**src/rtl/binary_to_bcd_digits.sv**
```systemverilog
`default_nettype none
// ============================================================================
// Module  : binary_to_bcd_digits
// Brief   : Sequential 16-bit binary to 5-digit BCD converter (double dabble,
//           one bit per clock) with optional leading-zero blanking for a
//           seven-segment display decoder.
// Revision: 1.0 - initial release
// ============================================================================
module binary_to_bcd_digits #(
   parameter bit         BLANK_LEADING_ZEROS = 1'b1,
   parameter logic [3:0] BLANK_CODE          = 4'hF
) (
   input  logic        clock,
   input  logic        reset,
   input  logic        start,
   input  logic [15:0] value,
   output logic        busy,
   output logic        done,
   output logic [19:0] digits
);

   // -------------------------------------------------------------------------
   // Constants
   // -------------------------------------------------------------------------
   localparam int unsigned c_NUM_DIGITS = 5;
   localparam int unsigned c_BIN_W      = 16;
   localparam int unsigned c_BCD_W      = 4 * c_NUM_DIGITS;
   localparam logic [4:0]  c_LAST_ITER  = 5'(c_BIN_W - 1);

   // A blanked display reads "0": upper four digits blank, ones digit zero.
   localparam logic [19:0] c_DIGITS_RESET =
      BLANK_LEADING_ZEROS ? {{4{BLANK_CODE}}, 4'h0} : 20'h00000;

   // -------------------------------------------------------------------------
   // State machine encoding
   // -------------------------------------------------------------------------
   typedef enum logic [1:0] {
      S_IDLE    = 2'd0,
      S_CONVERT = 2'd1,
      S_FORMAT  = 2'd2
   } state_t;

   state_t              state_q,  state_d;
   logic [c_BIN_W-1:0]  bin_q,    bin_d;
   logic [c_BCD_W-1:0]  bcd_q,    bcd_d;
   logic [4:0]          iter_q,   iter_d;
   logic                busy_q,   busy_d;
   logic                done_q,   done_d;
   logic [c_BCD_W-1:0]  digits_q, digits_d;

   // Accumulator after the per-nibble add-3 correction of this iteration.
   logic [c_BCD_W-1:0]  w_bcd_adj;
   // w_lead_zero[k]: digit k and every digit above it are zero.
   logic [c_NUM_DIGITS-1:0] w_lead_zero;
   // Accumulator with leading-zero blanking applied, ready for the display.
   logic [c_BCD_W-1:0]  w_fmt;

   // -------------------------------------------------------------------------
   // Add-3 correction: a nibble >= 5 would reach >= 10 after doubling, so it
   // is pre-biased by 3 to carry into the next decade on the shift. The
   // nibble is at most 9 here, so the 4-bit add never overflows.
   // -------------------------------------------------------------------------
   for (genvar gi = 0; gi < c_NUM_DIGITS; gi++) begin : g_add3
      logic [3:0] w_nib;
      assign w_nib = bcd_q[gi*4 +: 4];
      assign w_bcd_adj[gi*4 +: 4] = (w_nib >= 4'd5) ? (w_nib + 4'd3) : w_nib;
   end

   // -------------------------------------------------------------------------
   // Leading-zero detection and blanking. Each flag looks directly at all the
   // bits from its own digit upward, so no ripple chain is needed. The ones
   // digit is always shown so a zero value still displays "0"; interior zeros
   // are never blanked because a non-zero higher digit clears the flag.
   // -------------------------------------------------------------------------
   for (genvar gk = 0; gk < c_NUM_DIGITS; gk++) begin : g_blank
      assign w_lead_zero[gk] = ~|bcd_q[c_BCD_W-1 : gk*4];

      if (gk == 0) begin : g_ones
         assign w_fmt[3:0] = bcd_q[3:0];
      end else if (BLANK_LEADING_ZEROS) begin : g_blankable
         assign w_fmt[gk*4 +: 4] = w_lead_zero[gk] ? BLANK_CODE : bcd_q[gk*4 +: 4];
      end else begin : g_shown
         assign w_fmt[gk*4 +: 4] = bcd_q[gk*4 +: 4];
      end
   end

   // -------------------------------------------------------------------------
   // Next-state and datapath control; every target defaults to hold.
   // -------------------------------------------------------------------------
   always_comb begin
      state_d  = state_q;
      bin_d    = bin_q;
      bcd_d    = bcd_q;
      iter_d   = iter_q;
      busy_d   = busy_q;
      done_d   = 1'b0;
      digits_d = digits_q;

      case (state_q)
         S_IDLE: begin
            // start is only honoured here, so requests while busy are dropped.
            if (start) begin
               bin_d   = value;
               bcd_d   = '0;
               iter_d  = '0;
               busy_d  = 1'b1;
               state_d = S_CONVERT;
            end
         end

         S_CONVERT: begin
            // Shift {BCD, binary} left one bit; the binary MSB enters the BCD LSB.
            {bcd_d, bin_d} = {w_bcd_adj[c_BCD_W-2:0], bin_q, 1'b0};
            iter_d         = iter_q + 5'd1;
            if (iter_q == c_LAST_ITER) begin
               state_d = S_FORMAT;
            end
         end

         S_FORMAT: begin
            // Display digits update only here, never with partial results.
            digits_d = w_fmt;
            done_d   = 1'b1;
            busy_d   = 1'b0;
            state_d  = S_IDLE;
         end

         default: begin
            busy_d  = 1'b0;
            state_d = S_IDLE;
         end
      endcase
   end

   // State and datapath registers with asynchronous reset.
   always_ff @(posedge clock or posedge reset) begin
      if (reset) begin
         state_q  <= S_IDLE;
         bin_q    <= '0;
         bcd_q    <= '0;
         iter_q   <= '0;
         busy_q   <= 1'b0;
         done_q   <= 1'b0;
         digits_q <= c_DIGITS_RESET;
      end else begin
         state_q  <= state_d;
         bin_q    <= bin_d;
         bcd_q    <= bcd_d;
         iter_q   <= iter_d;
         busy_q   <= busy_d;
         done_q   <= done_d;
         digits_q <= digits_d;
      end
   end

   assign busy   = busy_q;
   assign done   = done_q;
   assign digits = digits_q;

endmodule
`default_nettype wire

```
**config.mk**
```make
export PLATFORM = sky130hd
export DESIGN_NAME = binary_to_bcd_digits
export DESIGN_NICKNAME = d
export VERILOG_FILES = /design/src/rtl/binary_to_bcd_digits.sv
export SDC_FILE = /design/constraint.sdc
export NUM_CORES = 1
export LEC_CHECK = 0
export ABC_AREA = 0
export CAP_MARGIN = 20
export CORE_MARGIN = 8
export CORE_UTILIZATION = 57
export CTS_BUF_LIST = sky130_fd_sc_hd__clkbuf_4
export CTS_CLUSTER_DIAMETER = 150
export DETAILED_ROUTE_END_ITERATION = 6
export PLACE_DENSITY = 0.86
export SLEW_MARGIN = 20
export SYNTH_ARGS = -nofsm -noshare
export SYNTH_HDL_FRONTEND = slang
export SYNTH_SLANG_ARGS = --single-unit
```
**constraint.sdc**
```tcl
create_clock -name clock -period 2.5 [get_ports clock]
set_clock_uncertainty 0.2 [all_clocks]
set_input_delay 0.375 -clock clock [delete_from_list [all_inputs] [get_ports clock]]
set_output_delay 0.375 -clock clock [all_outputs]
set_load 0.01 [all_outputs]
```
# [After elaboration in Yosys (flattened, before gate mapping)]
# Index checks and enable logic that the tools add are counted.
[word_totals] word_cells=54 out_inout_bits=22 register_bits=65
[op_classes] bitwise_logic=1 n_reduce_logical=9 mux=21 add_sub_neg=6 n_eq_ne=5 magnitude_cmp=5
[ops] operator="$pmux 20 s2" count=1
[ops] operator="$mux 4" count=8
[ops] operator="$pmux 16 s2" count=1
[ops] operator="$ge 4x3->1 const B" count=5
[ops] operator="$mux 20" count=1
[ops] operator="$add 4x2->4 const B" count=4
[ops] operator="$mux 16" count=1
[ops] operator="$reduce_or 16->1" count=1
[ops] operator="$reduce_or 12->1" count=1
[ops] operator="$pmux 5 s2" count=1
[ops] operator="$reduce_or 8->1" count=1
[ops] operator="$reduce_and 2->1" count=3
[ops] operator="$add 5x1->5 const B" count=1
[ops] operator="$eq 5x4->1 const B" count=1
[ops] operator="$mux 5" count=1
[ops] operator="$mux 2" count=2
[ops] operator="$ne 2x2->1 const B" count=2
[ops] operator="$pmux 2 s2" count=1
[ops] operator="$reduce_or 4->1" count=1
[ops] operator="$add 3x2->3 const B" count=1
[ops] operator="$mux 3" count=1
[ops] operator="$eq 2x1->1 const B" count=1
[ops] operator="$eq 2x2->1 const B" count=1
[ops] operator="$logic_not 2->1" count=1
[ops] operator="other kinds (4)" count=5

# [Depth between registers and ports, before layout]
# Gate-level depths: netlist (run 1).
[depth] depth_word=3 depth_mapped=6 depth_no_buf=6

# [Least setup slack after synthesis (run 1)]
# Ideal clock, no wire load.
[synth_timing] path_kind="register to register" startpoint="reg bcd_q[16]" endpoint="reg digits_q[4], in the netlist digits[4]" t_required_ns=2.223 arrival_ns=1.810 n_path_buf=0 path_slack_ns=0.413 setup_ns=0.077 stages_incl_launch_ff=7 path_cell_list="dfrtp_1 inv_1 ha_1 nor3b_2 nand4_2 or4b_4 a31oi_1"
[synth_via] elab_chain_len=2
[synth_lines] item="start, declared" line="45" text="logic [c_BCD_W-1:0] bcd_q, bcd_d;"
[synth_lines] item="start signal, assigned" line="140" text="bcd_q <= '0;"
[synth_lines] item="start signal, assigned" line="148" text="bcd_q <= bcd_d;"
[synth_lines] item="$reduce_or 16->1" line="76" text="assign w_lead_zero[gk] = ~|bcd_q[c_BCD_W-1 : gk*4];"
[synth_lines] item="$mux 4" line="81" text="assign w_fmt[gk*4 +: 4] = w_lead_zero[gk] ? BLANK_CODE : bcd_q[gk*4 +: 4];"
[synth_lines] item="end signal, assigned" line="144" text="digits_q <= c_DIGITS_RESET;"
[synth_lines] item="end signal, assigned" line="152" text="digits_q <= digits_d;"
[synth_lines] item="end, declared" line="49" text="logic [c_BCD_W-1:0] digits_q, digits_d;"
# No other way between the ends.
# A chain may end at the register's enable or synchronous reset.

# [Final worst setup path (run 1)]
# Same ends and word-level chain as after synthesis.

==> results of run 1 <==
-- cell type report --
| type | count | area, µm² | area share |
|---|---|---|---|
| inverters | 15 | 56.3 | 0.0146 |
| clock buffers | 10 | 75.1 | 0.0194 |
| flip-flops and latches | 65 | 1650 | 0.426 |
| well taps | 72 | 90.1 | 0.0233 |
| clock inverters | 6 | 108 | 0.0278 |
| multi-input cells | 224 | 1400 | 0.361 |
| repair buffers | 51 | 495 | 0.128 |
-- sequential cells by signal, summed over array words and instances (netlist names) --
signal / cells
digits: 20
bcd_q: 20
state_q: 2
iter_q: 5
bin_q: 16
done: 1
busy: 1
-- logic make-up (layout without fill, tap and decap cells) --
logic type / after synthesis / in the layout / synth area share
compound gates: 110 / 110 / 0.214
simple gates: 93 / 93 / 0.153
flops: 65 / 65 / 0.521
buf+inv: 32 / 82 / 0.0380
fa+ha+maj: 14 / 14 / 0.0554
xor+xnor: 7 / 7 / 0.0194
-- power breakdown --
group	switching, W	leakage (nW)	internal, W
combinational	0.000932	0.800	0.000914
clock	0.000392	0.0964	0.000514
sequential	0.000352	0.794	0.00157
total	0.00168	1.69	0.00299
-- routing by layer --
metal,GRT usage,part of all wire
met2,0.297,0.50
met5,0,0
met4,0.0749,0.016
met3,0.0515,0.041
met1,0.207,0.45
-- worst paths after layout --
check	to	slack, ps	depth (start not counted)
min reg2reg	digits[12]	260	2
min	digits[2]	90	2
max	digits[4]	190	6
max reg2reg	digits[4]	190	6
max in group asynchronous	bin_q[3]	1380	3
min in group clock	digits[12]	260	2
-- cells in the mapped netlist (6+ instances only) --
cell,number,area [µm²]
dfrtp_1,49,1230
o21ai_0,33,165
nand2_1,31,116
a21oi_1,30,150
nor2_1,17,63.8
nor2b_1,17,106
clkbuf_1,16,60.1
dfstp_2,16,420
inv_1,15,56.3
a22oi_1,14,105
ha_1,14,175
nand2b_1,8,50.1
o22ai_1,8,50.1
nand3_1,6,30.0
-- critical path: stages, from the launching register on --
cell,delay [ps]
dfrtp_1,400
inv_1,120
ha_1,240
nor3b_2,300
nand4_2,220
or4b_4,580
a31oi_1,180
-- metrics by stage --
step | std cells | utilization | hold slack (ps) | cell area [µm²]
final | 443 | 0.711 | 89.6 | 3870
after global routing | 443 | 0.711 | 92.9 | 3870
after floorplan | 321 | - | 251 | 3160
after CTS | 443 | 0.711 | 82.9 | 3870
after global placement | 427 | 0.677 | 241 | 3680
after detailed placement | 427 | 0.677 | 244 | 3680
-- cells in the final DEF (no fill, tap or decap), drive strengths merged, types with 6 or more instances in the layout --
master         count
a21oi             30
a22oi             14
buf               11
clkbuf            10
clkdlybuf4s50     40
dfrtp             49
dfstp             16
ha                14
inv               15
nand2             31
nand2b             8
nand3              6
nor2              17
nor2b             17
o21ai             33
o22ai              8
==> impl_results.md, run 1 <==
* Status: completed
* CP Capture Type: register
* Final global-route overflow total at 0
* Peak VDD IR at 0.620 mV
* Largest driver fanout on the critical path at 6
* CTS Buf Count at 9
* Worst-Skew Late Latency at 410 ps
* Die W at 90.5 µm
* Vias in the first global route at 2,622
* FF+latch count, synth at 65
* Hold Buf Count CTS at 0
* Die ar. at 8190 µm²
* Fin crit period at 2310 ps
* Initial Util at 0.581
* Final Worst Setup Slack at 195 ps
* Routed vias at 2,517
* Filler cells at 406
* Setup CP Type: register to register
* H-tree depth at 3
* Drt pass-1 iters at 4
* Core area at 5440 µm²
* Cells after Synth at 321
* Final worst-path cycle share at 0.922
* Final Wtd Congestion at 0.862
* Synth Flop Type: dfrtp_1
* Syn Nets at 354
* Unrepaired setup endpoints after global routing: false
* # port buffers at 40
* Setup-failing EPs final at 0
* Setup bufs post-CTS at 0
* Synth unique cells at 35
* Cell area after synthesis at 3160 µm²
* Global Route Usage Sum at 0.178
* Max Cap Viol at 0
* Sequential area share after synthesis at 0.521
* Fmax at 0.434 GHz
* Initial antenna violation count at 0
* Synth Warn # at 0
* Startpoint Class: register
* Pleak at 1.69 nW
* CTS tree: done
* DR vias/cell at 5.68
* Global-route wire length before repair at 12.1 mm
* Req. time, crit path at 2640 ps
* Critical Path Start: bcd_q[16]
* Post-DP HPWL at 4.73 mm
* DRC at 0
* Syn avg cell area at 9.85 µm²
* Synth-to-Final Area Change at 22.3%
* Clk buf depth at 2
* Vert. Die Dim at 90.5 µm
* Routed WL per cell at 15.3 µm
* Slew Limit Headroom at 0.572
* Initial DRC count at 133
* Routed WL at 6.77 mm
* Total Nets Final at 399
* Synth async-reset ratio at 1.00
* Clock slew at reported path FFs at 110 ps
* Ant diodes at 0
* Share of layout cells above drive strength 1 at 0.132
* Worst slew pin tran at 641 ps
* Cell Rows at 27
* Setup Total Neg Slack at 0 ps
* R2r startpoint: bcd_q[16]
* Largest net degree at the start of global routing at 27
* Hold WC Path Type: primary input to async pin
* Tot Pwr at 0.00467 W
* Count of flip-flops with a built-in enable after synthesis at 0
* Final Hold Fails at 0
* Final antenna-violating net count at 0
* Max Slew Vio Count at 0
* Clock sink total at 65
* Num ports at 41
* Power Density at 1210 nW/µm²
* Arr. time, crit path at 2450 ps
* Setup WS pre-CTS at 206 ps
* Post-CTS Resized at 0
* Root Driver: clkbuf_4
Power figures use the tool's default switching activity.
==> run 2: changes to the inputs <==
REMOVE_ABC_BUFFERS = 1   (was default)
==> run 2 against run 1 <==
  * Combinational power barely moved
  * Register-to-register slack got worse by 50 ps
  * Non-clock buffer count rose by 1
  * Global-route usage fell by 0.17 points
==> impl_results.md, run 2 (same netlist as run 1, synthesis figures left out) <==
* Final global-route overflow total at 0 (unchanged)
* Commonest cells after routing, fill and taps aside: dfrtp_1, clkdlybuf4s50_1, o21ai_0, nand2_1, a21oi_1
* Largest driver fanout on the critical path at 6 (unchanged)
* Peak VDD IR at 0.484 mV (-22%)
* # port buffers at 40 (unchanged)
* Tot Pwr at 0.00432 W (-7.6%)
* Total Nets Final at 400 (+0.25%)
* Core area at 5440 µm² (unchanged)
* Setup Total Neg Slack at 0 ps (unchanged)
* Share of layout cells above drive strength 1 at 0.129 (-0.00304)
* Fin crit period at 2360 ps (+49.9 ps)
* R2r startpoint: bcd_q[16]
* Leading cell type in the layout, fill and taps excluded: dfrtp_1
* Final Wtd Congestion at 0.840 (-2.6%)
* DRC at 0 (unchanged)
* Clock slew at reported path FFs at 100 ps (about the same)
* Unrepaired setup endpoints after global routing: false
* Pleak at 1.66 nW (-1.6%)
* DR vias/cell at 5.71 (+0.49%)
* Worst-Skew Late Latency at 400 ps (about the same)
* Max Cap Viol at 0 (unchanged)
* Post-CTS Resized at 0 (unchanged)
* Hold Buf Count CTS at 0 (unchanged)
* Critical Path Start: bcd_q[16]
* Slew Limit Headroom at 0.556 (-0.0159)
* Global Route Usage Sum at 0.176 (-0.00168)
* Worst slew pin tran at 665 ps (+23.8 ps)
* Fmax at 0.425 GHz (-2.1%)
* Routed vias at 2,535 (+0.72%)
* Arr. time, crit path at 2490 ps (+40 ps)
* Synth-to-Final Area Change at 20.1%
* Routed WL per cell at 14.8 µm (-3.2%)
* Post-DP HPWL at 4.53 mm (-4.2%)
* Hold WC Path Type: primary input to async pin
* Final Hold Fails at 0 (unchanged)
* Drt pass-1 iters at 4 (unchanged)
* Status: completed
* Vert. Die Dim at 90.5 µm (unchanged)
* CP Capture Type: register
* Setup bufs post-CTS at 0 (unchanged)
* Die ar. at 8190 µm² (unchanged)
* H-tree depth at 3 (unchanged)
* FF-to-FF path depth at 6 (unchanged)
* Initial Util at 0.581 (unchanged)
* Startpoint Class: register
* Clk buf depth at 2 (unchanged)
* R2R Path End: digits[4]
* Die W at 90.5 µm (unchanged)
* Vias in the first global route at 2,629 (+0.27%)
* Max Slew Vio Count at 0 (unchanged)
* Ant diodes at 0 (unchanged)
* Largest net degree at the start of global routing at 49 (+81%)
* Reg-to-reg slack, setup at 140 ps (-50 ps)
* Power Density at 1140 nW/µm² (-5.9%)
* Clock sink total at 65 (unchanged)
* Num ports at 41 (unchanged)
* Final core occ at 0.698 (-0.0129)
* Setup-failing EPs final at 0 (unchanged)
* Routed WL at 6.57 mm (-3.0%)
* Initial DRC count at 161 (+21%)
* Final antenna-violating net count at 0 (unchanged)
* Cell Rows at 27 (unchanged)
* CTS Buf Count at 9 (unchanged)
* Global-route wire length before repair at 11.9 mm (-1.4%)
* CTS tree: done
* Final worst-path cycle share at 0.942 (+0.0200)
* Setup CP Type: register to register
* Root Driver: clkbuf_4
* Initial antenna violation count at 0 (unchanged)
* Req. time, crit path at 2630 ps (about the same)
[run 2: final cells by class]
class	count	area (µm²)
timing repair buffer	52	503
clock buffer	11	82.6
clock inverter	5	22.5
fill	424	1640
multi-input combinational	224	1400
tap	72	90.1
inverter	15	56.3
sequential	65	1650
[run 2: critical path: stages, from the launching register on]
cell and delay [ps]:
dfrtp_1 410, inv_1 130, ha_1 250, nor3b_2 310, nand4_2 210, or4b_4 570
a31oi_1 190
[run 2: how the worst max path moves through the flow]
stage                     slack (ps)        end  depth (start not counted)
after floorplan                  330   bcd_q[0]                          1
after global placement           260  digits[5]                          6
after detailed placement         180  digits[4]                          6
after CTS                        150  digits[4]                          6
after global routing              20  digits[4]                          6
final                            140  digits[4]                          6
[run 2: routing by layer]
metal | vias up | GRT usage | wire (µm)
met4 | 0 | 0.0888 | 192
met2 | 77 | 0.277 | 3100
met5 | - | 0 | 0
met1 | 1205 | 0.210 | 2810
met3 | 13 | 0.0582 | 462
li1 | 1240 | - | -
[run 2: through the flow]
stage / instances / cell area (µm²) / setup WS, ps / hold WS, ps
4_1_cts: 444 / 3800 / 149 / 60.9
3_3_place_gp: 428 / 3690 / 262 / 241
3_5_place_dp: 428 / 3690 / 182 / 243
5_1_grt: 444 / 3800 / 20.2 / 80.7
6_report: 444 / 3800 / 145 / 64.0
2_1_floorplan: 304 / 3100 / 325 / 251
[run 2: power by group]
group | total, W | switching [W] | internal [W]
clock network | 0.000572 | 0.000356 | 0.000216
logic | 0.00183 | 0.000914 | 0.000917
registers | 0.00191 | 0.000346 | 0.00157
total | 0.00432 | 0.00162 | 0.00270
==> RTL change: new RTL, config.mk and constraints of run 2 <==
Add an input register stage for `start` and `value`, cleared by the reset; this delays them by one clock.
--- a/src/rtl/binary_to_bcd_digits.sv
+++ b/src/rtl/binary_to_bcd_digits.sv
@@ -41,2 +41,15 @@
    } state_t;
+
+   logic start_q;
+   logic [15:0] value_q;
+
+   always_ff @(posedge clock or posedge reset) begin
+      if (reset) begin
+         start_q <= '0;
+         value_q <= '0;
+      end else begin
+         start_q <= start;
+         value_q <= value;
+      end
+   end
 
@@ -101,4 +114,4 @@
             // start is only honoured here, so requests while busy are dropped.
-            if (start) begin
-               bin_d   = value;
+            if (start_q) begin
+               bin_d   = value_q;
                bcd_d   = '0;
Function: changed (a bounded check fails within 4 cycles, from zero or initial values and one cycle with reset high).
==> RTL change against run 2 <==
  * Sequential cell count is 17 higher
  * Cell area is 13% higher
  * Worst setup slack better by 90 ps
  * Sequential power is 9.9% higher
  * Total power is 11% higher
  * Final cell count is 4.3% higher
  * Synthesized area is 13% higher
  * Wire length is 6.2% higher
  * Largest cell class unchanged
==> RTL change: results (changes against run 2) <==
| Metric | Value |
|---|---|
| Post-synthesis sequential area ratio | `58.0% (+5.9 points)` |
| Reg-to-reg endpoint | `digits[5]` |
| Worst vdd ir | `0.643 mV (+33%)` |
| Depth of the worst register-to-register path | `6 (unchanged)` |
| Final hold violations | `0 (unchanged)` |
| Initial antenna violation count | `0 (unchanged)` |
| Gpl congestion | `0.831 (-1.0%)` |
| Total of warnings raised by yosys | `0 (unchanged)` |
| Critical path origin | `bcd_q[16]` |
| Via count | `2655 (+4.7%)` |
| Primary FF master, synth | `dfrtp_1` |
| Postcts setup bufs | `0 (unchanged)` |
| Pleak | `1.92 nW (+15%)` |
| Total CTS buffers | `9 (unchanged)` |
| First-pass GRT wire length | `12100 um (+1.6%)` |
| PostCTS Resize Cnt | `0 (unchanged)` |
| CP arrival | `2420 ps (-70 ps)` |
| Wirelength, routed | `6980 um (+6.2%)` |
| Commonest cells in the netlist | `dfrtp_1, nand2_1, o21ai_0` |
| Total GRT Usage | `17.2% (-0.38 points)` |
| Root Driver | `clkbuf_4` |
| Status | `finished, final reports clean` |
| Layout Nets | `414 (+3.5%)` |
| Most area-consuming cells after synthesis | `dfrtp_1, dfstp_2, nand2_1` |
| DP HPWL | `4790 um (+5.8%)` |
| Reg clk slew, reported paths | `130 ps (+30 ps)` |
| First-iteration detailed-routing DRC count | `165 (+2.5%)` |
| Number of global-route vias before repair | `2622 (-0.27%)` |
| Reg2Reg Setup Slack | `240 ps (+90 ps)` |
| Router iterations before antenna repair | `4 (unchanged)` |
| R2R Path Start | `bcd_q[16]` |
| Max Root-Sink Buffers | `2 (unchanged)` |
| Largest net degree at the start of global routing | `47 (-4.1%)` |
| Clk Latency, worst-skew pair | `440 ps (+40 ps)` |
| Ys async rst share | `100% (unchanged)` |
| Worst-path fanout max | `6 (unchanged)` |
| Slew @ Worst Pin | `598 ps (-66.5 ps)` |
| Worst Setup EP | `digits[5]` |
| IO Port Bufs | `40 (unchanged)` |
| Ratio of cells with drive above 1 in the final layout | `11.7% (-1.2 points)` |
| Worst hold path class | `input pin to asynchronous set/reset pin` |
==> RTL change: cell count changes after synthesis, moves of 5 or more <==
cell / delta
a21oi_1: -5
a22oi_1: -13
and3b_1: +13
dfrtp_1: +17
nand2_1: +16
nor2b_1: -14
==> RTL change: per-layer routing <==
| layer | wire length (um) | GRT usage, % | up-vias | part of all wire (%) |
|---|---|---|---|---|
| met4 | 108 | 8.84 | 0 | 1.5 |
| met1 | 2990 | 19.9 | 1320 | 43 |
| met2 | 3490 | 28.7 | 59 | 50 |
| li1 | - | - | 1267 | - |
| met5 | 0 | 0 | - | 0 |
| met3 | 392 | 4.80 | 9 | 5.6 |
==> RTL change: worst min path at each step <==
| stage | start | to | slack, ps | depth (start not counted) |
|---|---|---|---|---|
| final | reset | digits[1] | 110 | 3 |
| after global routing | reset | bin_q[9] | 100 | 3 |
| after CTS | reset | bin_q[9] | 90 | 3 |
| after detailed placement | digits[11] | digits[11] | 240 | 2 |
| after global placement | digits[13] | digits[13] | 240 | 2 |
| after floorplan | start | start_q | 210 | 0 |
==> RTL change: power breakdown <==
part | leakage [nW] | switching, W | internal, W
logic | 0.830 | 0.000911 | 0.000836
clock network | 0.0948 | 0.000436 | 0.000497
registers | 0.995 | 0.000335 | 0.00176
total | 1.92 | 0.00168 | 0.00309
==> RTL change: per-stage QoR <==
| stage | area [sq um] | setup slack (ps) | instances |
|---|---|---|---|
| after floorplan | 3500 | -157 | 320 |
| after global placement | 4110 | 369 | 447 |
| after detailed placement | 4110 | 272 | 447 |
| after CTS | 4290 | 240 | 463 |
| after global routing | 4290 | 101 | 463 |
| final | 4290 | 235 | 463 |
==> RTL change: layout make-up <==
| type | instances | area [sq um] |
|---|---|---|
| Timing Repair Buffer | 50 | 513 |
| Clock buffer | 9 | 67.6 |
| Fill cell | 458 | 1920 |
| Multi-Input combinational cell | 222 | 1370 |
| Clock inverter | 7 | 108 |
| Inverter | 16 | 60.1 |
| Tap cell | 77 | 96.3 |
| Sequential cell | 82 | 2070 |
==> RTL change: worst max-delay path: stages, from the launching register on <==
cell	delay, ps
dfrtp_1	410
inv_1	130
ha_1	260
or3b_4	440
nor4_4	380
nand3_2	150
a31oi_1	200
==> RTL change: cell families (layout without fill, tap and decap cells) <==
kind of cell             Yosys count  count (layout)  synth area share (%)
XOR/XNOR                           7               7                  1.72
adder cells (fa/ha/maj)           14              14                  4.90
flip-flops                        82              82                  58.0
buffers and inverters             34              82                  3.68
AND/OR/NAND/NOR                  105             105                  15.5
AO/OA/AOI/OAI                     96              96                  16.2
